## src/rtl/demux_sweep_ctrl.sv

```systemverilog
// demux_sweep_ctrl: sequencer for a 1-to-8 demux.
// After a start pulse it steps sel through all eight channels. It holds each
// channel for a programmable dwell time and gates data_in onto i while it runs.
// It can run one sweep or sweep continuously, counting up or down.
// Optional feature: define SWEEP_CNT_EN to add the sweep_cnt[7:0] output,
// which counts completed sweeps.
module demux_sweep_ctrl #(
  parameter int DWELL_W = 8
) (
  input  logic               clk,
  input  logic               rst_n,
  input  logic               start,
  input  logic               stop,
  input  logic               mode,
  input  logic               dir,
  input  logic [DWELL_W-1:0] dwell,
  input  logic               data_in,
  output logic [2:0]         sel,
  output logic               i,
  output logic               busy,
  output logic               done,
  output logic               ch_step
`ifdef SWEEP_CNT_EN
  ,
  output logic [7:0]         sweep_cnt
`endif
);

  localparam logic [1:0] ST_IDLE = 2'd0;
  localparam logic [1:0] ST_RUN  = 2'd1;
  localparam logic [1:0] ST_DONE = 2'd2;

  logic [1:0]         state_q, state_d;
  logic [2:0]         sel_q, sel_d;
  logic [DWELL_W-1:0] dwell_cnt_q, dwell_cnt_d;
  logic [DWELL_W-1:0] dwell_len_q, dwell_len_d;
  logic               mode_q, mode_d;
  logic               dir_q, dir_d;
  logic               ch_step_q, ch_step_d;
  logic               start_ok;    // start accepted this cycle
  logic               sweep_end;   // last channel finished its dwell
  logic               last_ch;
  logic               dwell_end;

  assign last_ch   = dir_q ? (sel_q == 3'd0) : (sel_q == 3'd7);
  assign dwell_end = (dwell_cnt_q == dwell_len_q - DWELL_W'(1));

  // Next-state logic for the sweep FSM and its channel/dwell counters.
  always_comb begin
    // NOTE: every signal gets a default first, so no path leaves one unassigned and infers a latch.
    state_d     = state_q;
    sel_d       = sel_q;
    dwell_cnt_d = dwell_cnt_q;
    dwell_len_d = dwell_len_q;
    mode_d      = mode_q;
    dir_d       = dir_q;
    ch_step_d   = 1'b0;
    start_ok    = 1'b0;
    sweep_end   = 1'b0;
    case (state_q)
      ST_IDLE: begin
        if (start && !stop) begin
          start_ok    = 1'b1;
          state_d     = ST_RUN;
          mode_d      = mode;
          dir_d       = dir;
          dwell_len_d = (dwell == '0) ? DWELL_W'(1) : dwell;
          dwell_cnt_d = '0;
          sel_d       = dir ? 3'd7 : 3'd0;
        end
      end
      ST_RUN: begin
        if (stop) begin
          // Abort wins over a pending channel step; sel keeps its value.
          state_d = ST_IDLE;
        end else if (dwell_end) begin
          dwell_cnt_d = '0;
          if (last_ch) begin
            sweep_end = 1'b1;
            if (mode_q) begin
              sel_d     = dir_q ? 3'd7 : 3'd0;
              ch_step_d = 1'b1;
            end else begin
              state_d = ST_DONE;
            end
          end else begin
            sel_d     = dir_q ? sel_q - 3'd1 : sel_q + 3'd1;
            ch_step_d = 1'b1;
          end
        end else begin
          dwell_cnt_d = dwell_cnt_q + DWELL_W'(1);
        end
      end
      ST_DONE: state_d = ST_IDLE;
      default: state_d = ST_IDLE;
    endcase
  end

  // State registers with asynchronous reset.
  always_ff @(posedge clk or negedge rst_n) begin
    // NOTE: non-blocking assignments so every flop samples pre-edge values regardless of order.
    if (!rst_n) begin
      state_q     <= ST_IDLE;
      sel_q       <= 3'd0;
      dwell_cnt_q <= '0;
      dwell_len_q <= DWELL_W'(1);
      mode_q      <= 1'b0;
      dir_q       <= 1'b0;
      ch_step_q   <= 1'b0;
    end else begin
      state_q     <= state_d;
      sel_q       <= sel_d;
      dwell_cnt_q <= dwell_cnt_d;
      dwell_len_q <= dwell_len_d;
      mode_q      <= mode_d;
      dir_q       <= dir_d;
      ch_step_q   <= ch_step_d;
    end
  end

`ifdef SWEEP_CNT_EN
  logic [7:0] sweep_cnt_q, sweep_cnt_d;

  // Completed-sweep counter: cleared by an accepted start, wraps naturally.
  always_comb begin
    sweep_cnt_d = sweep_cnt_q;
    if (start_ok)       sweep_cnt_d = 8'd0;
    else if (sweep_end) sweep_cnt_d = sweep_cnt_q + 8'd1;
  end

  // Sweep counter register.
  always_ff @(posedge clk or negedge rst_n) begin
    if (!rst_n) sweep_cnt_q <= 8'd0;
    else        sweep_cnt_q <= sweep_cnt_d;
  end

  assign sweep_cnt = sweep_cnt_q;
`endif

  assign sel     = sel_q;
  assign busy    = (state_q == ST_RUN);
  assign i       = busy & data_in;
  assign done    = (state_q == ST_DONE);
  assign ch_step = ch_step_q;

endmodule

```

## config.mk

```make
export PLATFORM = sky130hd
export DESIGN_NAME = demux_sweep_ctrl
export DESIGN_NICKNAME = d
export VERILOG_FILES = /design/src/rtl/demux_sweep_ctrl.sv
export SDC_FILE = /design/constraint.sdc
export NUM_CORES = 1
export LEC_CHECK = 0
export ABC_CLOCK_PERIOD_IN_PS = 2100
export CORE_MARGIN = 4
export CORE_UTILIZATION = 50
export CTS_BUF_LIST = sky130_fd_sc_hd__clkbuf_2 sky130_fd_sc_hd__clkbuf_4 sky130_fd_sc_hd__clkbuf_8
export DETAILED_ROUTE_END_ITERATION = 6
export GPL_TIMING_DRIVEN = 0
export PLACE_DENSITY = 0.83
export SETUP_SLACK_MARGIN = 0.5
export SYNTH_ARGS = -nofsm -noshare
export SYNTH_HDL_FRONTEND = slang
export SYNTH_SLANG_ARGS = --single-unit
```

## constraint.sdc

```tcl
create_clock -name clk -period 2.1 [get_ports clk]
set_input_delay 0.63 -clock clk [delete_from_list [all_inputs] [get_ports clk]]
set_output_delay 0.63 -clock clk [all_outputs]
set_load 0.02 [all_outputs]
```

# Word level (Yosys, flattened, before mapping)
# Index checks and enable logic that the tools add are counted.
# classes
bitwise	1
eq_ne	11
reduce_logical	10
n_mux	26
add_sub_neg	4
# op_table
cell	count
8-bit 2-to-1 mux	4
3-bit 2-to-1 mux	8
8-bit one-hot mux with 2 select lines	1
2-bit 2-to-1 mux	5
8-bit by 1-bit adder with 8-bit output (second input constant)	1
8-bit == test	1
8-bit logical NOT	1
8-bit by 1-bit subtractor with 8-bit output (second input constant)	1
1-bit 2-to-1 mux	6
3-bit by 2-bit inequality test with 1-bit output (second input constant)	2
3-bit inequality test (second input constant)	2
3-bit one-hot mux with 2 select lines	1
5-bit AND reduction	1
2-bit inequality test (second input constant)	2
2-bit one-hot mux with 2 select lines	1
4-bit AND reduction	1
3-bit by 1-bit adder with 3-bit output (second input constant)	1
3-bit == test (second input constant)	1
3-bit logical NOT	1
3-bit AND reduction	1
3-bit by 1-bit subtractor with 3-bit output (second input constant)	1
2-bit by 1-bit == test with 1-bit output (second input constant)	1
2-bit == test (second input constant)	1
2-bit logical NOT	1
other kinds (6)	6
# word_totals
input_bits	15
register_bits	24
word_cells	59

# Logic depth before layout (Yosys ltp)
# Gate-level depths: netlist (run 1).
# logic_depth
ltp_word	6
mapped_depth	8
mapped_depth_nobuf	8

# Least setup slack after synthesis (run 1)
# Ideal clock, no wire load.
# synth_path
path_type	register to register
start	register dwell_len_q[1]
end	register sel_q[0], in the netlist sel[0]
period_less_slack_ns	2.229
setup_time_ns	0.136
setup_slack_ns	-0.129
path_stages_with_launch	9
t_arrival_ns	2.092
t_required_ns	1.964
cell_sequence	dfrtp_1 > inv_1 > ha_1 > or3b_1 > a211oi_2 > o211ai_1 > or3_4 > nor3_4 > o32ai_1
# synth_via
elab_chain_len	4
# synth_lines
item	line_no	rtl
from (decl)	36	logic [DWELL_W-1:0] dwell_len_q, dwell_len_d;
from (signal assigned)	114	dwell_len_q <= dwell_len_d;
8-bit by 1-bit subtractor with 8-bit output	46	assign dwell_end = (dwell_cnt_q == dwell_len_q - DWELL_W'(1));
8-bit == test	46	
2-bit by 1-bit inequality test with 1-bit output (no line)	-	
5-bit AND reduction (no line)	-	
to (signal assigned)	112	sel_q <= sel_d;
to (decl)	34	logic [2:0] sel_q, sel_d;
# No other way between the ends.
# A chain may end at the register's enable or synchronous reset.

# Worst setup path in the final report (run 1)
# layout_path
start	register dwell_len_q[1]
end	register sel_q[2], in the netlist sel[2]
# Same word-level chain as after synthesis.

==> flow_results.org, run 1 <==
** Timing
- Setup repair after global routing could not meet its margin everywhere.
- Final hold violations :: 0
- Layout Skew :: 1.96 ps
- After layout, the worst setup slack is -84.5 ps.
- Highest Clock Rate :: 0.458 GHz
- Final critical delay including setup and external delays :: 2180 ps
- Slew Limit Fails :: 0
- In the finished design, the share of the clock period the worst path needs comes to 104%.
- The worst pin sits at a relative slew slack of 30.0%.
- Summed over all failing endpoints, the final setup total negative slack is -657 ps.
- At the pin with the least slew margin, the transition time is 1050 ps.
- Setup violations remaining at the end of the flow were counted as 9.
- On the final layout, the worst hold slack is 515 ps.

** Place
- Timing analysis after detailed placement gives a worst setup slack of -350 ps.
- In this run the tool buffered the top-level ports with 21 buffer cells.
- Number of placed instances, taps included :: 210
- Dpl cell area :: 1690 sq um
- Final HPWL DP :: 2.38 mm
- The congestion estimate from routability-driven global placement came to 0.818.

** Setup path
- Critical Path Stages :: 8
- STA puts the critical path data arrival time at 2380 ps.
- Total buffers and inverters traversed by the critical path :: 1
- Of all nets on the critical path, the largest fanout is 5.
- Crit path max-delay family :: simple AND/OR/NAND/NOR gates
- The worst setup path is of the register to register kind.
- On the worst path, the slowest cell contributes a delay of 420 ps.
- Cell count of the worst reg-to-reg path :: 8
- The signal on the critical path passes through inv_2 > ha_4 > or3b_4 > a211oi_2 > o211ai_1 > or3_4 > nor3_4 > o22ai_2.
- The worst setup path is launched from a register.
- Slowest library cell on the worst path :: sky130_fd_sc_hd__dfrtp_1
- STA classifies the critical path endpoint as a register.
- Data on the critical path is required at its endpoint by 2300 ps.

** Yosys
- Synth Register Bits :: 24
- Each instance of the synthesized netlist takes up on average 8.98 sq um.
- Counting every instance in the synthesized netlist gives 158.
- In this run, synthesis inferred 0 flip-flops with an integrated enable.
- Total of warnings raised by yosys :: 0
- Number of nets produced by synthesis :: 176
- Main synth FF type :: sky130_fd_sc_hd__dfrtp_1
- In this run the cell area of the synthesized design comes to 1420 sq um.
- Number of unique standard cell types used by synthesis :: 43
- For this run, the register share of the synthesized area comes to 42.4%.
- Synth async-reset ratio :: 100%

** Power and ir drop
- Peak ir drop on the vdd network :: 0.000543 V
- Power spread over the standard cell area amounts to 720 nW/um^2.
- For this design the static power due to leakage is 0.000910 uW.

** Global routing
- The first global-routing pass estimated 5.98 mm of wire.
- Number of global-route vias before repair :: 1409
- The number of antenna violations at the first check in global routing came to 0.
- Entering global routing, the biggest net connects 25 pins.
- GRT Overall Usage :: 21.3%
- The total overflow left after global routing is 0.

** Routing
- DRT antenna net count :: 0
- Before antenna repair, the detailed router went through 4 iterations.
- Wire length after detailed routing :: 3.79 mm
- The first routing iteration left 62 violations.
- Wire length per cell :: 15.9 microns
- DRC viols :: 0
- Number of vias in the routed layout :: 1424
- In the routed layout, each cell is associated on average with a via count of 5.96.

** Final layout
- Final design area excluding fillers :: 2030 sq um
- The number of antenna diodes in the final layout is 0.
- Fin nets :: 227
- Fillers :: 190
- Once layout is complete, the cells apart from fillers number 239.
- Relative to the synthesized area, the layout overhead comes to 43.1%.
- FF+latch area :: 603 sq um
- Area of the multi-input gates :: 875 sq um
- Fraction of final layout cells with drive strength greater than 1 :: 33.2%

** Floorplanning
- Die Span Y :: 61.3 microns
- The die is 61.3 microns wide.
- The region available for standard cell placement spans 2730 sq um.
- After floorplanning, the core was divided into 19 placement rows.
- Pin placement for this block handled 22 I/O pins.
- The floorplan step defined a die boundary enclosing 3750 sq um.
- The initial utilization of the core area, before any placement, comes to 51.9%.

** Clock tree
- CTS built an H-tree with a depth of 1.
- TritonCTS built the clock tree.
- For this design, the sink count on the clock tree is 24.
- Clock-pin slew was measured on the worst setup and hold paths at 130 ps.
- Total CTS buffers :: 3
- Clock latency of the later-clocked register in the worst-skew pair :: 320 ps
- No sink is reached through more buffers than the 2 on the longest clock path.
- Library cell used as clock root buffer :: sky130_fd_sc_hd__clkbuf_4

** Hold path
- Worst Hold Class :: register to register
- Hold depth :: 2

** Status
- Run status :: finished, violations left
- The checks that failed: setup timing.

** Flow run
- # Max-Cap Violations :: 0
-- layout make-up --
type | instances | share of cell area (%)
well taps | 31 | 1.91
plain buffers | 3 | 1.60
flip-flops and latches | 24 | 29.7
repair buffers | 46 | 20.3
clock buffers | 4 | 1.79
multi-input cells | 123 | 43.1
inverters | 8 | 1.66
-- timing repair --
action,4_1_cts,5_1_grt
resized for setup,61,17
setup endpoints to repair,31,28
pin swaps,8,10
hold buffers,0,0
buffers inserted,19,6
-- flip-flops by register name, summed over array words and instances, names as in the netlist --
register	cells
ch_step	1
dir_q	1
dwell_cnt_q	8
dwell_len_q	8
mode_q	1
sel	3
state_q	2
-- metrics by stage --
step / utilization, % / power [uW]
after CTS: 71.0 / 1390
final: 74.3 / 1460
after detailed placement: 62.0 / 1050
after global placement: 62.0 / 1020
after floorplan: - / 900
after global routing: 74.3 / 1540
-- routing by layer --
layer | global-route usage [%] | vias up | wire (microns)
met1 | 25.1 | 688 | 1470
li1 | - | 658 | -
met2 | 37.9 | 65 | 1980
met4 | 8.98 | 0 | 97
met3 | 3.56 | 13 | 247
met5 | 0 | - | 0
-- cells in the final DEF, fill, tap and decap left out, drive strengths merged, types with 2 or more instances in the layout --
| master | count |
|---|---|
| a21oi | 5 |
| a31oi | 2 |
| a32oi | 2 |
| and3 | 2 |
| buf | 34 |
| clkbuf | 5 |
| clkdlybuf4s50 | 7 |
| dfrtp | 23 |
| dlygate4sd2 | 6 |
| ha | 2 |
| inv | 7 |
| nand2 | 30 |
| nand4 | 3 |
| nor2 | 15 |
| nor3 | 7 |
| nor4 | 3 |
| o21a | 2 |
| o21ai | 10 |
| o22ai | 3 |
| o31ai | 2 |
| o32ai | 2 |
| or3 | 2 |
| xnor2 | 6 |
| xor2 | 10 |
-- cell usage after synthesis, drive strengths merged (3+ instances only) --
master	count	area, sq um
nor4	3	18.8
nand4	3	18.8
nand2	30	113
xor2	10	87.6
o21ai	10	50.0
xnor2	6	52.6
nor3	7	46.3
nor2	15	56.3
dfrtp	23	576
o22ai	3	18.8
a21oi	5	36.3
inv	8	30.0
-- logic make-up (layout without fill, tap and decap cells) --
kind of cell,Yosys count,in the layout,share of synthesized area (%)
and+or+nand+nor,71,71,24.9
adders and majority gates,3,3,3.17
DFF,24,24,42.4
xor gates and xnor gates,16,16,9.88
buffers and inverters,11,61,3.70
AOI/OAI and AO/OA,33,33,16.0
-- tightest hold or removal path, stage by stage (launching register included) --
cell and delay [ps]:
sky130_fd_sc_hd__dfrtp_1 380, sky130_fd_sc_hd__nand2_1 60, sky130_fd_sc_hd__nand2_1 60
-- where the power goes --
| group | switching, uW | leakage [uW] | internal (uW) |
|---|---|---|---|
| logic | 316 | 0.000581 | 308 |
| clock network | 139 | 0.0000210 | 106 |
| registers | 70.0 | 0.000309 | 521 |
| total | 526 | 0.000910 | 936 |
-- path summary, 6_finish.rpt --
path	slack, ps	from	end
worst max register to register	-80	dwell_len_q[1]$_DFFE_PN0P_	sel[2]$_DFFE_PN0P_
worst max-delay path	-80	dwell_len_q[1]$_DFFE_PN0P_	sel[2]$_DFFE_PN0P_
max in group asynchronous	810	rst_n	sel[2]$_DFFE_PN0P_
worst min register to register	510	dwell_len_q[7]$_DFFE_PN0P_	dwell_len_q[7]$_DFFE_PN0P_
worst min-delay path	510	dwell_len_q[7]$_DFFE_PN0P_	dwell_len_q[7]$_DFFE_PN0P_
min in group asynchronous	600	rst_n	state_q[1]$_DFFE_PN0P_
Power figures use the tool's default switching activity.
==> inputs of run 2 (changes only) <==
RECOVER_POWER = 25   (was default)
==> run 2 against run 1 <==
Against the previous run:
- the run still ends with setup timing left
- wire length fell by 0.58%
- sequential share of layout area up 0.073 points
- cell count stayed put
- global-route usage unchanged
- combinational power hardly changed
- maximum frequency about the same
- power shrank 0.11%
- critical path type unchanged
- critical endpoint is now dwell_cnt_q[7]$_DFFE_PN0P_
- largest power group unchanged
==> flow_results.org, run 2 (synthesis results as in run 1) <==
** Final layout
- Count of inserted antenna diode cells :: 0 (unchanged)
- Most common library cell in the layout ignoring fill and taps :: sky130_fd_sc_hd__nand2_1
- The final-layout fill cell count came to 191 (+0.53%).
- The proportion of layout cells with a drive suffix above 1 is 33.2% (unchanged).
- The area used by multi-input combinational logic is 875 sq um (unchanged).
- Fin nets :: 227 (unchanged)
- FF+latch area :: 603 sq um (unchanged)
- In the layout the commonest cells are sky130_fd_sc_hd__nand2_1 (29), sky130_fd_sc_hd__dfrtp_1 (22), sky130_fd_sc_hd__buf_4 (20).
- From synthesis to final layout, the design area changed by 42.8%.
- The fraction of the core area covered by cells at the end of the flow came to 74.1% (-0.18 points).

** Clock tree
- TritonCTS built the clock tree.
- The number of hold buffers added after CTS is 0 (unchanged).
- The clock-pin slew of the registers on the worst-case setup and hold paths came to 130 ps (about the same).
- Total CTS buffers :: 3 (unchanged)
- Level count of the clock H-tree :: 1 (unchanged)
- The maximum count of clock buffers along a single path was 2 (unchanged).
- Library cell used as clock root buffer :: sky130_fd_sc_hd__clkbuf_4
- The clock sink count is 24 (unchanged).
- The source-to-sink clock delay at the later pin of the worst-skew pair came to 320 ps (about the same).

** Setup path
- The critical path's largest stage delay is 420 ps (about the same).
- Data required, critical path :: 2320 ps (+20 ps)
- List of cells traversed by the critical path :: inv_2 > ha_4 > or3b_4 > a211oi_2 > o211ai_1 > or3_4 > a21oi_4 > nor2_2
- Largest fanout of any net on the critical path :: 6 (+1)
- Critical Path End Type :: register
- The critical path in this run is classified as register to register.
- Endpoint arrival time on the critical path :: 2400 ps (+20 ps)
- Kind of start point of the critical path :: register
- Slowest library cell on the worst path :: sky130_fd_sc_hd__dfrtp_1

** Floorplanning
- Count of standard-cell rows :: 19 (unchanged)
- I/O pin cnt :: 22 (unchanged)
- Starting Density :: 51.9% (unchanged)
- The area of the placeable core came to 2730 sq um (unchanged).
- Die X :: 61.3 microns (unchanged)
- The area of the die is 3750 sq um (unchanged).
- The y dimension of the die came to 61.3 microns (unchanged).

** Global routing
- The number of antenna violations at the first check in global routing was 0 (unchanged).
- The final global-route overflow total was 0 (unchanged).
- The first-pass GRT wire length came to 5.98 mm (unchanged).
- The number of global-route vias before repair was 1409 (unchanged).
- The maximum number of pins on one net before global-route repair is 25 (unchanged).
- GRT Overall Usage :: 21.3% (unchanged)

** Routing
- Wire length after detailed routing :: 3.77 mm (-0.58%)
- The remaining design rule violation count came to 0 (unchanged).
- The residual antenna-violating net count after detailed routing was 0 (unchanged).
- First-iteration detailed-routing DRC count :: 62 (unchanged)
- Routed via count divided by cell count :: 5.92 (-0.63%)
- The count of vias placed by the detailed router was 1415 (-0.63%).
- The per-cell routed wire length came to 15.8 microns (-0.58%).
- The number of detailed-routing iterations run before antenna repair was 4 (unchanged).

** Place
- The last weighted congestion value of the routability-driven placer is 0.818 (unchanged).
- Number of buffer cells added on primary ports :: 21 (unchanged)
- The detailed placer's ending HPWL is 2.38 mm (unchanged).
- Setup Slack @ Placement :: -350 ps (unchanged)

** Power and ir drop
- The internal cell power is 935 uW (about the same).
- Lkg Pwr :: 0.000906 uW (-0.45%)
- The power density over cell area came to 721 nW/um^2 (+0.13%).
- Power Total :: 1460 uW (-0.11%)
- The worst ir drop on vdd came to 0.000541 V (-0.28%).
- The sequential cell fraction of total power was 40.5% (about the same).
- Switching power as a share of total power :: 35.9% (about the same)
- Switching pwr :: 525 uW (-0.21%)
- Clk pwr share :: 16.8% (about the same)
- The combinational power share was 42.7% (about the same).

** Status
- Failing checks :: setup timing
- The flow ran to the end, but the final reports show violations.

** Hold path
- Worst Hold Class :: register to register

** Timing
- Highest Clock Rate :: 0.457 GHz (about the same)
- Setup repair after global routing could not meet its margin everywhere.
- The final setup violation count was 9 (unchanged).
- The clock skew after layout came to 6.27 ps (+4.31 ps).
- Final Worst Setup Slack :: -85.9 ps (-1.36 ps)
- The minimum clock period after layout was 2190 ps (+1.36 ps).
- The number of endpoints with negative hold slack in the final report is 0 (unchanged).
- Worst max-slew margin expressed relative to the limit :: 15.6% (-14 points)
- The worst hold margin is 515 ps (-0.335 ps).
- The transition time at the pin with the least slew margin is 1270 ps (+216 ps).
- The number of pins with negative max-slew slack in the final report came to 0 (unchanged).
- The period utilization is 104% (about the same).

** Flow run
- # Max-Cap Violations :: 0 (unchanged)
## run 2: changes by cell type in the layout (fill, tap and decap cells not counted)
cell and delta:
sky130_fd_sc_hd__clkbuf_1 +1, sky130_fd_sc_hd__dlygate4sd2_1 -1
## run 2: per-layer routing
| metal | vias up | wire (microns) | part of all wire [%] | GRT usage [%] |
|---|---|---|---|---|
| met5 | - | 0 | 0 | 0 |
| met4 | 0 | 97 | 2.6 | 8.98 |
| met3 | 13 | 255 | 6.8 | 3.56 |
| met2 | 56 | 1980 | 52 | 37.9 |
| met1 | 686 | 1440 | 38 | 25.1 |
| li1 | 660 | - | - | - |
## run 2: power by group through the flow
stage | logic (uW) | clock network [uW] | registers, uW
global route | 671 | 268 | 598
finish | 623 | 246 | 591
CTS | 559 | 247 | 585
global placement | 424 | 0 | 601
floorplan | 293 | 0 | 606
detailed placement | 442 | 0 | 607
## run 2: worst paths after layout
check | cells after the start | end | slack (ps) | from
max reg2reg | 8 | dwell_cnt_q[7]$_DFFE_PN0P_ | -90 | dwell_len_q[1]$_DFFE_PN0P_
min | 2 | dwell_len_q[7]$_DFFE_PN0P_ | 510 | dwell_len_q[7]$_DFFE_PN0P_
max in group asynchronous | 1 | sel[2]$_DFFE_PN0P_ | 730 | rst_n
max | 8 | dwell_cnt_q[7]$_DFFE_PN0P_ | -90 | dwell_len_q[1]$_DFFE_PN0P_
min reg2reg | 2 | dwell_len_q[7]$_DFFE_PN0P_ | 510 | dwell_len_q[7]$_DFFE_PN0P_
min in group asynchronous | 1 | state_q[1]$_DFFE_PN0P_ | 550 | rst_n
## run 2: layout make-up
class / instances / share of cell area, %
plain buffers: 3 / 1.61
clock buffers: 4 / 1.79
inverters: 8 / 1.67
multi-input cells: 123 / 43.2
flip-flops and latches: 24 / 29.8
well taps: 31 / 1.91
repair buffers: 46 / 20.1
## run 2: through the flow
stage	cells	instance area [sq um]	TNS (ps)
2_1_floorplan	158	1450	0
3_3_place_gp	210	1690	-1790
3_5_place_dp	210	1690	-2380
4_1_cts	233	1940	-380
5_1_grt	239	2030	-1570
6_report	239	2030	-698
## run 2: repair_timing
action	in CTS	in global routing
endpoints found under the setup margin	31	28
buffers inserted	19	6
pin swaps	8	10
resized for setup	61	17
## run 2: worst max-delay path: cells and delay by family (launching register included)
kind | cells | cell delay, ps
AOI/OAI and AO/OA | 3 | 590
adders and majority gates | 1 | 140
buffers and inverters | 1 | 90
DFF | 1 | 420
and+or+nand+nor | 3 | 840
==> inputs of run 3 (changes only) <==
SKIP_LAST_GASP = 1   (was default)
==> run 3 against run 2 <==
Against the previous run:
- the run still ends with setup timing left
- setup slack improved by 8.2 ps
- register-to-register slack about the same
- via count increased by 0.71%
- critical endpoint unchanged
- maximum frequency increased by 0.38%
- clock power increased by 2%
- die area unchanged
- wire length increased by 1.7%
- power increased by 0.25%
==> flow_results.org, run 3 (synthesis results as in run 1) <==
** Status
- Run status :: finished, violations left
- Failing checks :: setup timing

** Hold path
- In this run the most critical hold path is launched from dwell_len_q[7]$_DFFE_PN0P_.
- Destination of the worst hold path :: dwell_len_q[7]$_DFFE_PN0P_
- Hold depth :: 2 (unchanged)
- The min-delay analysis places its worst path in the category register to register.

** Setup path
- In this design, the largest share of critical-path delay is due to simple AND/OR/NAND/NOR gates.
- Slowest library cell on the worst path :: sky130_fd_sc_hd__dfrtp_1
- Critical Path End Type :: register
- Cell count of the worst reg-to-reg path :: 8 (unchanged)
- Traced cell by cell, the critical path runs through inv_2 > ha_4 > or3b_4 > a211oi_2 > o211ai_1 > or3_4 > a21oi_4 > nor2_2.
- Worst path max stage delay :: 420 ps (about the same)
- The endpoint identified for the worst register-to-register timing path is dwell_cnt_q[7]$_DFFE_PN0P_.
- The critical path in this run is classified as register to register.
- Endpoint arrival time on the critical path :: 2400 ps (about the same)
- The worst setup slack for register-to-register paths came to -80 ps (about the same).
- In this run the critical register-to-register path is launched from dwell_len_q[1]$_DFFE_PN0P_.
- Largest fanout of any net on the critical path :: 6 (unchanged)
- Total buffers and inverters traversed by the critical path :: 1 (unchanged)
- Data required, critical path :: 2320 ps (about the same)
- Kind of start point of the critical path :: register

** Floorplanning
- The width of the die is 61.3 microns (unchanged).
- DIE AREA :: 3750 sq um (unchanged)
- Die Span Y :: 61.3 microns (unchanged)
- The initial cell density of the core was 51.9% (unchanged).
- Placeable core area :: 2730 sq um (unchanged)
- I/O pin cnt :: 22 (unchanged)
- The row count came to 19 (unchanged).

** Global routing
- The maximum number of pins on one net before global-route repair was 25 (unchanged).
- Highest-utilization routing layer at the global route stage :: met2
- Overflow left after global routing :: 0 (unchanged)
- Global routing met3 resource utilization :: 3.56% (unchanged)
- Antenna violations before repair :: 0 (unchanged)
- GRT Overall Usage :: 21.2% (-0.044 points)
- The number of global-route vias before repair is 1408 (-0.071%).
- Met2 routing resource usage after global routing :: 37.8% (-0.15 points)
- The first-pass GRT wire length is 5.96 mm (-0.23%).
- The met1 usage in global routing is 25.1% (unchanged).

** Timing
- The minimum clock period after layout was 2180 ps (-8.18 ps).
- The worst max-slew margin expressed relative to the limit was 17.5% (+1.9 points).
- Transition time of the tightest slew-check pin :: 1240 ps (-28.9 ps)
- Layout Skew :: 6.20 ps (-0.0632 ps)
- Number of setup violations in the final report :: 10 (+1)
- Setup repair after global routing missed its margin :: true
- Highest Clock Rate :: 0.459 GHz (+0.38%)
- The period utilization is 104% (-0.39 points).
- The number of endpoints with negative hold slack in the final report was 0 (unchanged).
- Slew Limit Fails :: 0 (unchanged)
- Final Worst Setup Slack :: -77.7 ps (+8.18 ps)

** Power and ir drop
- The leakage component of the power came to 0.000915 uW (+0.92%).
- Peak ir drop on the vdd network :: 0.000540 V (-0.18%)
- The power density over cell area was 716 nW/um^2 (-0.61%).

** Place
- Final HPWL DP :: 2.38 mm (unchanged)
- The quantity of I/O buffers inserted on ports came to 21 (unchanged).
- The last weighted congestion value of the routability-driven placer came to 0.818 (unchanged).
- The placed instance count is 210 (unchanged).

** Clock tree
- The tree is rooted in a sky130_fd_sc_hd__clkbuf_4.
- Level count of the clock H-tree :: 1 (unchanged)
- The number of hold buffers added after CTS was 0 (unchanged).
- Total CTS buffers :: 3 (unchanged)
- The source-to-sink clock delay at the later pin of the worst-skew pair is 330 ps (about the same).
- Count of clock tree sinks :: 24 (unchanged)
- TritonCTS built the clock tree.
- Buffer depth of the longest clock path :: 2 (unchanged)
- The clock-pin slew of the registers on the worst-case setup and hold paths was 130 ps (about the same).

** Routing
- The number of detailed-routing iterations run before antenna repair came to 4 (unchanged).
- The residual antenna-violating net count after detailed routing is 0 (unchanged).
- First-iteration detailed-routing DRC count :: 41 (-34%)
- Wire length after detailed routing :: 3.83 mm (+1.7%)
- The remaining design rule violation count came to 0 (unchanged).
- The count of vias placed by the detailed router was 1425 (+0.71%).
- Routed via count divided by cell count :: 5.91 (-0.13%)
- Wire length per cell :: 15.9 microns (+0.83%)

** Final layout
- Final Util :: 74.7% (+0.64 points)
- Leaving out fill and tap cells, the most frequent cell in the layout is sky130_fd_sc_hd__nand2_1.
- Highest-count cells in the layout ignoring fill and taps :: sky130_fd_sc_hd__nand2_1 (29), sky130_fd_sc_hd__buf_4 (22), sky130_fd_sc_hd__dfrtp_1 (22)
- The proportion of layout cells with a drive suffix above 1 is 34.3% (+1.1 points).
- The count of antenna diodes in the layout is 0 (unchanged).
- The final cell count without fillers was 241 (+0.84%).
- Fillers :: 184 (-3.7%)
- Fin nets :: 229 (+0.88%)
- P&R area growth vs syn :: 44.0%

** Flow run
- # Max-Cap Violations :: 0 (unchanged)
## run 3: cell count changes in the layout (fill, tap and decap cells not counted), sizes merged
cell	delta
buf	+2
## run 3: cell type report
cell class	instances	area, sq um	share of cell area (%)
multi-input cells	123	877	42.9
plain buffers	3	32.5	1.59
well taps	31	38.8	1.90
repair buffers	48	422	20.6
clock buffers	4	36.3	1.78
inverters	8	33.8	1.65
flip-flops and latches	24	603	29.5
## run 3: timing repair
| action | 4_1_cts | 5_1_grt |
|---|---|---|
| gates cloned | 0 | 0 |
| setup endpoints to repair | 31 | 51 |
| gates resized for setup | 55 | 22 |
| buffers inserted | 19 | 8 |
| hold endpoints to repair | 0 | 0 |
| pin swaps | 6 | 9 |
## run 3: worst min-delay path: cells and delay by family, from the launching register on
family | cells | cell delay [ps]
AND/OR/NAND/NOR | 2 | 120
flip-flops | 1 | 380
## run 3: through the flow
stage	cell area (sq um)	setup TNS [ps]	hold slack (ps)	setup WS [ps]	total power, uW
after CTS	1930	-380	517	-52.6	1390
after global routing	2040	-1640	578	-169	1540
final	2040	-662	515	-77.7	1460
after floorplan	1450	0	334	101	900
after detailed placement	1690	-2380	493	-350	1050
after global placement	1690	-1790	492	-331	1020
## run 3: where the power goes
part	switching [uW]	internal, uW
logic	315	308
clock network	144	106
registers	69.3	521
## run 3: worst max path at each step
stage,cells past startpoint,slack (ps),to,start
floorplan,8,100,sel[0]$_DFFE_PN0P_,dwell_len_q[1]$_DFFE_PN0P_
global placement,3,-330,i,data_in
detailed placement,3,-350,i,data_in
CTS,8,-50,sel[0]$_DFFE_PN0P_,dwell_len_q[1]$_DFFE_PN0P_
global route,8,-170,sel[2]$_DFFE_PN0P_,dwell_len_q[1]$_DFFE_PN0P_
finish,8,-80,dwell_cnt_q[7]$_DFFE_PN0P_,dwell_len_q[1]$_DFFE_PN0P_
## run 3: metal layers
metal / routed length [microns] / up-vias
li1: - / 663
met1: 1490 / 698
met2: 2020 / 51
met3: 213 / 13
met4: 105 / 0
met5: 0 / -
